`config.mk`:
```
export PLATFORM = sky130hd
export DESIGN_NAME = uart_baud_gen_frac
export DESIGN_NICKNAME = d
export VERILOG_FILES = /design/src/rtl/uart_baud_gen_frac.sv
export SDC_FILE = /design/constraint.sdc
export NUM_CORES = 1
export LEC_CHECK = 0
export CAP_MARGIN = 20
export CORE_UTILIZATION = 40
export DETAILED_ROUTE_END_ITERATION = 10
export PLACE_DENSITY = 0.74
export SKIP_CTS_REPAIR_TIMING = 1
export SLEW_MARGIN = 10
export SYNTH_ARGS = -nofsm -noshare
export SYNTH_HDL_FRONTEND = slang
export SYNTH_SLANG_ARGS = --single-unit
```
`constraint.sdc`:
```
create_clock -name clk -period 3.8 [get_ports clk]
set_input_delay 0.38 -clock clk [delete_from_list [all_inputs] [get_ports clk]]
set_output_delay 0.38 -clock clk [all_outputs]
set_load 0.1 [all_outputs]
```
`src/rtl/uart_baud_gen_frac.sv`:
```
// Fractional baud-tick generator: integer down-counter plus a phase accumulator
// that inserts one stretch cycle on each accumulator carry; emits oversample/xmit/sample pulses.
module uart_baud_gen_frac #(
  parameter int CNTR_W   = 13,
  parameter int FRAC_W   = 3,
  parameter int OVS_LOG2 = 4
) (
  input  logic                clk,
  input  logic                reset_n,
  input  logic                enable,
  input  logic                reload,
  input  logic [CNTR_W-1:0]   baud_val,
  input  logic [FRAC_W-1:0]   baud_frac,
  output logic                baud_clock,
  output logic                xmit_pulse,
  output logic                sample_pulse,
  output logic [OVS_LOG2-1:0] tick_cnt
);

  localparam logic [OVS_LOG2-1:0] TICK_LAST = {OVS_LOG2{1'b1}};
  localparam logic [OVS_LOG2-1:0] TICK_HALF = OVS_LOG2'((1 << OVS_LOG2) / 2 - 1);

  logic [CNTR_W-1:0]   cnt_q, cnt_d;
  logic [FRAC_W-1:0]   acc_q, acc_d;
  logic                stretch_q, stretch_d;
  logic [OVS_LOG2-1:0] tick_q, tick_d;
  logic                baud_q, baud_d;
  logic                xmit_q, xmit_d;
  logic                sample_q, sample_d;
  logic [FRAC_W:0]     acc_sum;

  // Carry out of the fractional add requests one extra cycle before the next tick.
  assign acc_sum = {1'b0, acc_q} + {1'b0, baud_frac};

  always_comb begin
    cnt_d     = cnt_q;
    acc_d     = acc_q;
    stretch_d = stretch_q;
    tick_d    = tick_q;
    baud_d    = 1'b0;
    xmit_d    = 1'b0;
    sample_d  = 1'b0;
    if (reload) begin
      cnt_d     = baud_val;
      acc_d     = '0;
      stretch_d = 1'b0;
      tick_d    = '0;
    end else if (enable) begin
      if (cnt_q != '0) begin
        cnt_d = cnt_q - CNTR_W'(1);
      end else if (stretch_q) begin
        stretch_d = 1'b0;
      end else begin
        cnt_d     = baud_val;
        baud_d    = 1'b1;
        acc_d     = acc_sum[FRAC_W-1:0];
        stretch_d = acc_sum[FRAC_W];
        tick_d    = tick_q + OVS_LOG2'(1);
        xmit_d    = (tick_q == TICK_LAST);
        sample_d  = (tick_q == TICK_HALF);
      end
    end
  end

  always_ff @(posedge clk or negedge reset_n) begin
    if (!reset_n) begin
      cnt_q     <= '0;
      acc_q     <= '0;
      stretch_q <= 1'b0;
      tick_q    <= '0;
      baud_q    <= 1'b0;
      xmit_q    <= 1'b0;
      sample_q  <= 1'b0;
    end else begin
      cnt_q     <= cnt_d;
      acc_q     <= acc_d;
      stretch_q <= stretch_d;
      tick_q    <= tick_d;
      baud_q    <= baud_d;
      xmit_q    <= xmit_d;
      sample_q  <= sample_d;
    end
  end

  assign baud_clock   = baud_q;
  assign xmit_pulse   = xmit_q;
  assign sample_pulse = sample_q;
  assign tick_cnt     = tick_q;

endmodule

```
-- Word-level counts from Yosys, hierarchy flattened
Cells that the tools add are included.
- logic and storage cells: 48
- flip-flop bits (word level): 24
- equality and inequality tests: 5
- reductions and logical operators: 5
- add/subtract/negate cells: 3
- mux-type cells: 28
- operator list (kind ; count):
    13-bit two-way mux ; 4
    1-bit two-way mux ; 16
    4-bit two-way mux ; 4
    13-bit nonzero test ; 1
    13-bit by 1-bit subtractor with 13-bit output, second input constant ; 1
    3-bit two-way mux ; 4
    3-bit by 3-bit adder with 4-bit output ; 1
    4-bit by 1-bit adder with 4-bit output, second input constant ; 1
    4-bit by 3-bit equality test with 1-bit output, second input constant ; 1
    4-bit equality test, second input constant ; 1
    2-bit != test, second input constant ; 2
    2-bit AND reduction ; 2
    3-bit by 2-bit != test with 1-bit output, second input constant ; 1
    3-bit AND reduction ; 1
    2-bit nonzero test ; 1

-- Logic depth before layout (Yosys ltp)
- depth in word-level cells: 5
- gate-level depth with buffers: 7
- gate-level depth less buffers: 6

-- Least setup slack after synthesis
OpenSTA, ideal clock, no wires.
- kind: reg2reg
- start point: register cnt_q[9]
- end point: register cnt_q[2]
- setup time: 0.126 ns
- slack: 1.646 ns
- buffers on the path: 1
- required time: 3.674 ns
- period minus slack after synthesis: 2.154 ns
- arrival time: 2.028 ns
- cell stages (with the launch flop): 6
- path through: dfrtp_1 -> or4_4 -> buf_6 -> o41ai_4 -> o22ai_1 -> a221o_1
- longest elaborated chain between the ends: 4
- RTL lines (what ; RTL line ; source):
    from (decl) ; 23 ; logic [CNTR_W-1:0] cnt_q, cnt_d;
    from (signal assigned) ; 75 ; cnt_q <= cnt_d;
    13-bit nonzero test * ; 49 ; if (cnt_q != '0) begin
    13-bit two-way mux ; 49 ;
    13-bit two-way mux ; 48 ; end else if (enable) begin
    13-bit two-way mux ; 43 ; if (reload) begin
Every way passes the cells marked *; elsewhere a longest branch is shown, timed or not. The select of a mux whose other input is x is not followed.
A chain may end at the register's enable or synchronous reset.

-- Worst setup path after layout
- start point: register cnt_q[0]
- end point: register tick_q[3] (netlist: tick_cnt[3])
- longest elaborated chain between the ends: 3
- RTL lines (what ; RTL line ; source):
    13-bit nonzero test ; 49 ;
    2-bit != test (no source line) ; -- ;
    3-bit AND reduction (no source line) ; -- ;
    to (signal assigned) ; 78 ; tick_q <= tick_d;
    to (decl) ; 26 ; logic [OVS_LOG2-1:0] tick_q, tick_d;
No other way between the ends.

==> summary.txt <==
Worst setup path
  – Critical path type: flip-flop to flip-flop
  – CP peak stage delay: 620 ps
  – Crit Path Max Fanout: 13
  – Worst reg-to-reg path cell count: 6
  – Crit-path cells: inv_1 -> ha_1 -> nor4b_2 -> nand4_1 -> or4_1 -> a21oi_1
  – Crit path DAT: 2650 ps
  – Slowest CP cell: or4_1
  – CP startpoint kind: flip-flop
  – Crit end category: flip-flop
  – Crit path required time: 4000 ps

Synth
  – Yosys warning count: 0
  – Netlist cell types: 49
  – Synth Area per Inst: 9.54 sq um
  – Syn_nets: 193
  – Synth Register Bits: 24
  – Number of synthesized flops with an enable pin: 0
  – Post-synthesis sequential area ratio: 37.9%
  – FFs w/ async S/R, synth: 100%
  – Synth Cell Area: 0.00158 sq mm
  – Post-synth top flop: dfrtp_1
  – Gate Count Post-Synth: 166

Clocking
  – CTS Sinks: 24
  – CTS Buf Count: 3
  – H-tree level count: 1
  – CTS Root Cell: clkbuf_8
  – Clock Latency Late Sink: 270 ps
  – Max Buffers Root-to-Sink: 2
  – TritonCTS clock tree: yes
  – Reg clk slew, reported paths: 80 ps

Hold path
  – Worst min path class: primary input to async pin

STA
  – FMAX: 408 MHz
  – Worst slew margin: 35.1%
  – Period utilization: 64.5%
  – Worst Clk Skew: 1.61 ps
  – Setup violators final: 0
  – Fin Hold WS: 82.6 ps
  – RSZ-0062 raised after global routing: false
  – Hold Fails Final Rpt: 0
  – TNS Setup: 0 ps
  – Worst Tran Pin Value: 971 ps
  – Slew Viols, Final: 0
  – Final min period: 2450 ps

Final layout
  – N_diodes: 0
  – Share of layout cells above drive strength 1: 6.99%
  – Fillers: 364
  – Final net count: 215
  – Area grow syn2layout: 20.3%

Placed design
  – # port buffers: 26
  – Gpl congestion: 0.817
  – HPWL Detailed: 2870 um

Floorplan
  – Initial Util: 42.6%
  – Die Y: 64.9 um
  – Row cnt: 22
  – Io pins: 27
  – Die area: 0.00422 sq mm
  – CORE AREA: 0.00372 sq mm
  – Die span in x: 64.9 um

Global routing
  – Largest net degree at the start of global routing: 25
  – GRT overflow: 0
  – Vias in the first global route: 1405
  – All-layer global routing usage: 21.5%
  – First-pass GRT wire length: 6890 um
  – Initial antenna violation count: 0

Detailed routing
  – TritonRoute pass-1 iters: 4
  – Number of antenna-violating nets in the routed design: 0
  – WL per Instance: 16.9 um
  – DRT Wirelength: 3950 um
  – DRT iter0 DRCs: 124
  – Via count: 1462
  – Vias per cell: 6.25
  – # DRC: 0

Run status
  – Status: finished clean

Pwr
  – Leakage: 0.766 nW
  – Pwr/cell area: 300 mW/mm^2
  – VDD IR max: 0.196 mV

Run
  – Max Cap Viol: 0
==> cell families after synthesis <==
group / count (synthesis) / share of synthesized area (%)
XOR/XNOR: 1 / 0.553
multiplexers: 4 / 2.53
AND/OR/NAND/NOR: 62 / 24.7
adder cells (fa/ha/maj): 7 / 6.00
buffers and inverters: 20 / 5.29
flip-flops: 24 / 37.9
AO/OA/AOI/OAI: 48 / 23.0
==> per-stage QoR <==
step	area (sq um)	util [%]	worst slack, ps	power [mW]	instances
floorplan	1580	-	1650	0.376	166
global placement	1870	50.3	1500	0.419	231
detailed placement	1870	50.3	1400	0.424	231
CTS	1910	51.4	1380	0.578	234
global route	1910	51.3	1110	0.605	234
finish	1910	51.3	1350	0.572	234
==> sequential cells by signal, summed over array words and instances, names as in the netlist <==
name	cells
tick_cnt	4
stretch_q	1
cnt_q	13
acc_q	3
xmit_pulse	1
sample_pulse	1
baud_clock	1
==> cell usage after synthesis (2+ instances only) <==
cell type	count	area, sq um
nor2_1	10	37.5
a41oi_1	2	17.5
o2bb2ai_1	3	26.3
nand3_1	5	25.0
nor3_1	11	55.1
mux2i_1	4	40.0
and3_1	2	12.5
or4_1	4	30.0
a32oi_1	2	17.5
dfrtp_1	24	601
o21ai_0	5	25.0
nor3b_1	3	22.5
a21oi_1	10	50.1
nor2b_1	2	12.5
clkbuf_1	9	33.8
or3_1	4	25.0
nand4_1	2	12.5
nor4_1	5	31.3
or4b_1	2	20.0
o22ai_1	7	43.8
inv_1	8	30.0
ha_1	6	75.1
nand2_1	4	15.0
a221o_1	4	40.0
a2bb2oi_1	3	26.3
o31ai_1	2	15.0
==> routing by layer <==
metal | vias to the layer above | routed length (um) | track usage [%]
li1 | 692 | - | -
met1 | 703 | 1800 | 29.5
met2 | 60 | 1830 | 33.7
met3 | 7 | 272 | 4.93
met4 | 0 | 46 | 5.56
met5 | - | 0 | 0
==> path summary, 6_finish.rpt <==
kind / start / end / slack, ps
setup / recovery: cnt_q[0]$_DFFE_PN0P_ / tick_cnt[3]$_DFFE_PN0P_ / 1350
hold / removal: reset_n / acc_q[2]$_DFFE_PN0P_ / 80
setup reg to reg: cnt_q[0]$_DFFE_PN0P_ / tick_cnt[3]$_DFFE_PN0P_ / 1350
hold reg to reg: cnt_q[1]$_DFFE_PN0P_ / cnt_q[1]$_DFFE_PN0P_ / 570
max in group asynchronous: reset_n / cnt_q[8]$_DFFE_PN0P_ / 3360
min in group clk: cnt_q[1]$_DFFE_PN0P_ / cnt_q[1]$_DFFE_PN0P_ / 570
==> critical path, delay by kind of cell, from the launching register on <==
| kind | cells | cell delay, ps |
|---|---|---|
| AOI/OAI and AO/OA | 1 | 150 |
| and+or+nand+nor | 3 | 1550 |
| DFF | 1 | 400 |
| buffers and inverters | 1 | 110 |
| adders and majority gates | 1 | 170 |
==> layout make-up <==
| cell class | count | area, sq um | area share (%) |
|---|---|---|---|
| clock buffers | 3 | 41.3 | 2.17 |
| inverters | 9 | 33.8 | 1.77 |
| multi-input cells | 122 | 900 | 47.2 |
| flip-flops and latches | 24 | 601 | 31.5 |
| repair buffers | 28 | 270 | 14.2 |
| well taps | 48 | 60.1 | 3.15 |
==> cell usage in the layout, fill, tap and decap left out, types with 2 or more instances in the layout <==
cell / Yosys / final
inv_1: 8 / 8
clkdlybuf4s50_1: 0 / 25
or4_1: 4 / 4
nor4_1: 5 / 5
mux2i_1: 4 / 4
a21oi_1: 10 / 10
or3_1: 4 / 4
o2bb2ai_1: 3 / 3
a41oi_1: 2 / 2
o31ai_1: 2 / 2
clkbuf_8: 0 / 3
nor2_1: 10 / 10
and3_1: 2 / 2
a221o_1: 4 / 4
nand4_1: 2 / 2
nor2b_1: 2 / 2
a2bb2oi_1: 3 / 3
nor3b_1: 3 / 3
a32oi_1: 2 / 2
nand3_1: 5 / 5
buf_4: 0 / 2
o21ai_0: 5 / 5
dfrtp_1: 24 / 24
nand2_1: 4 / 4
nor3_1: 11 / 11
or4b_1: 2 / 2
ha_1: 6 / 6
o22ai_1: 7 / 7
==> report_power, final <==
group	internal (mW)	switching (mW)	leakage (nW)	total, mW
Clock	0.0710	0.0807	0.0216	0.152
Combinational	0.0549	0.0625	0.436	0.117
Sequential	0.272	0.0306	0.308	0.303
Total	0.398	0.174	0.766	0.572
No activity file was read; power rests on OpenSTA's default activity.
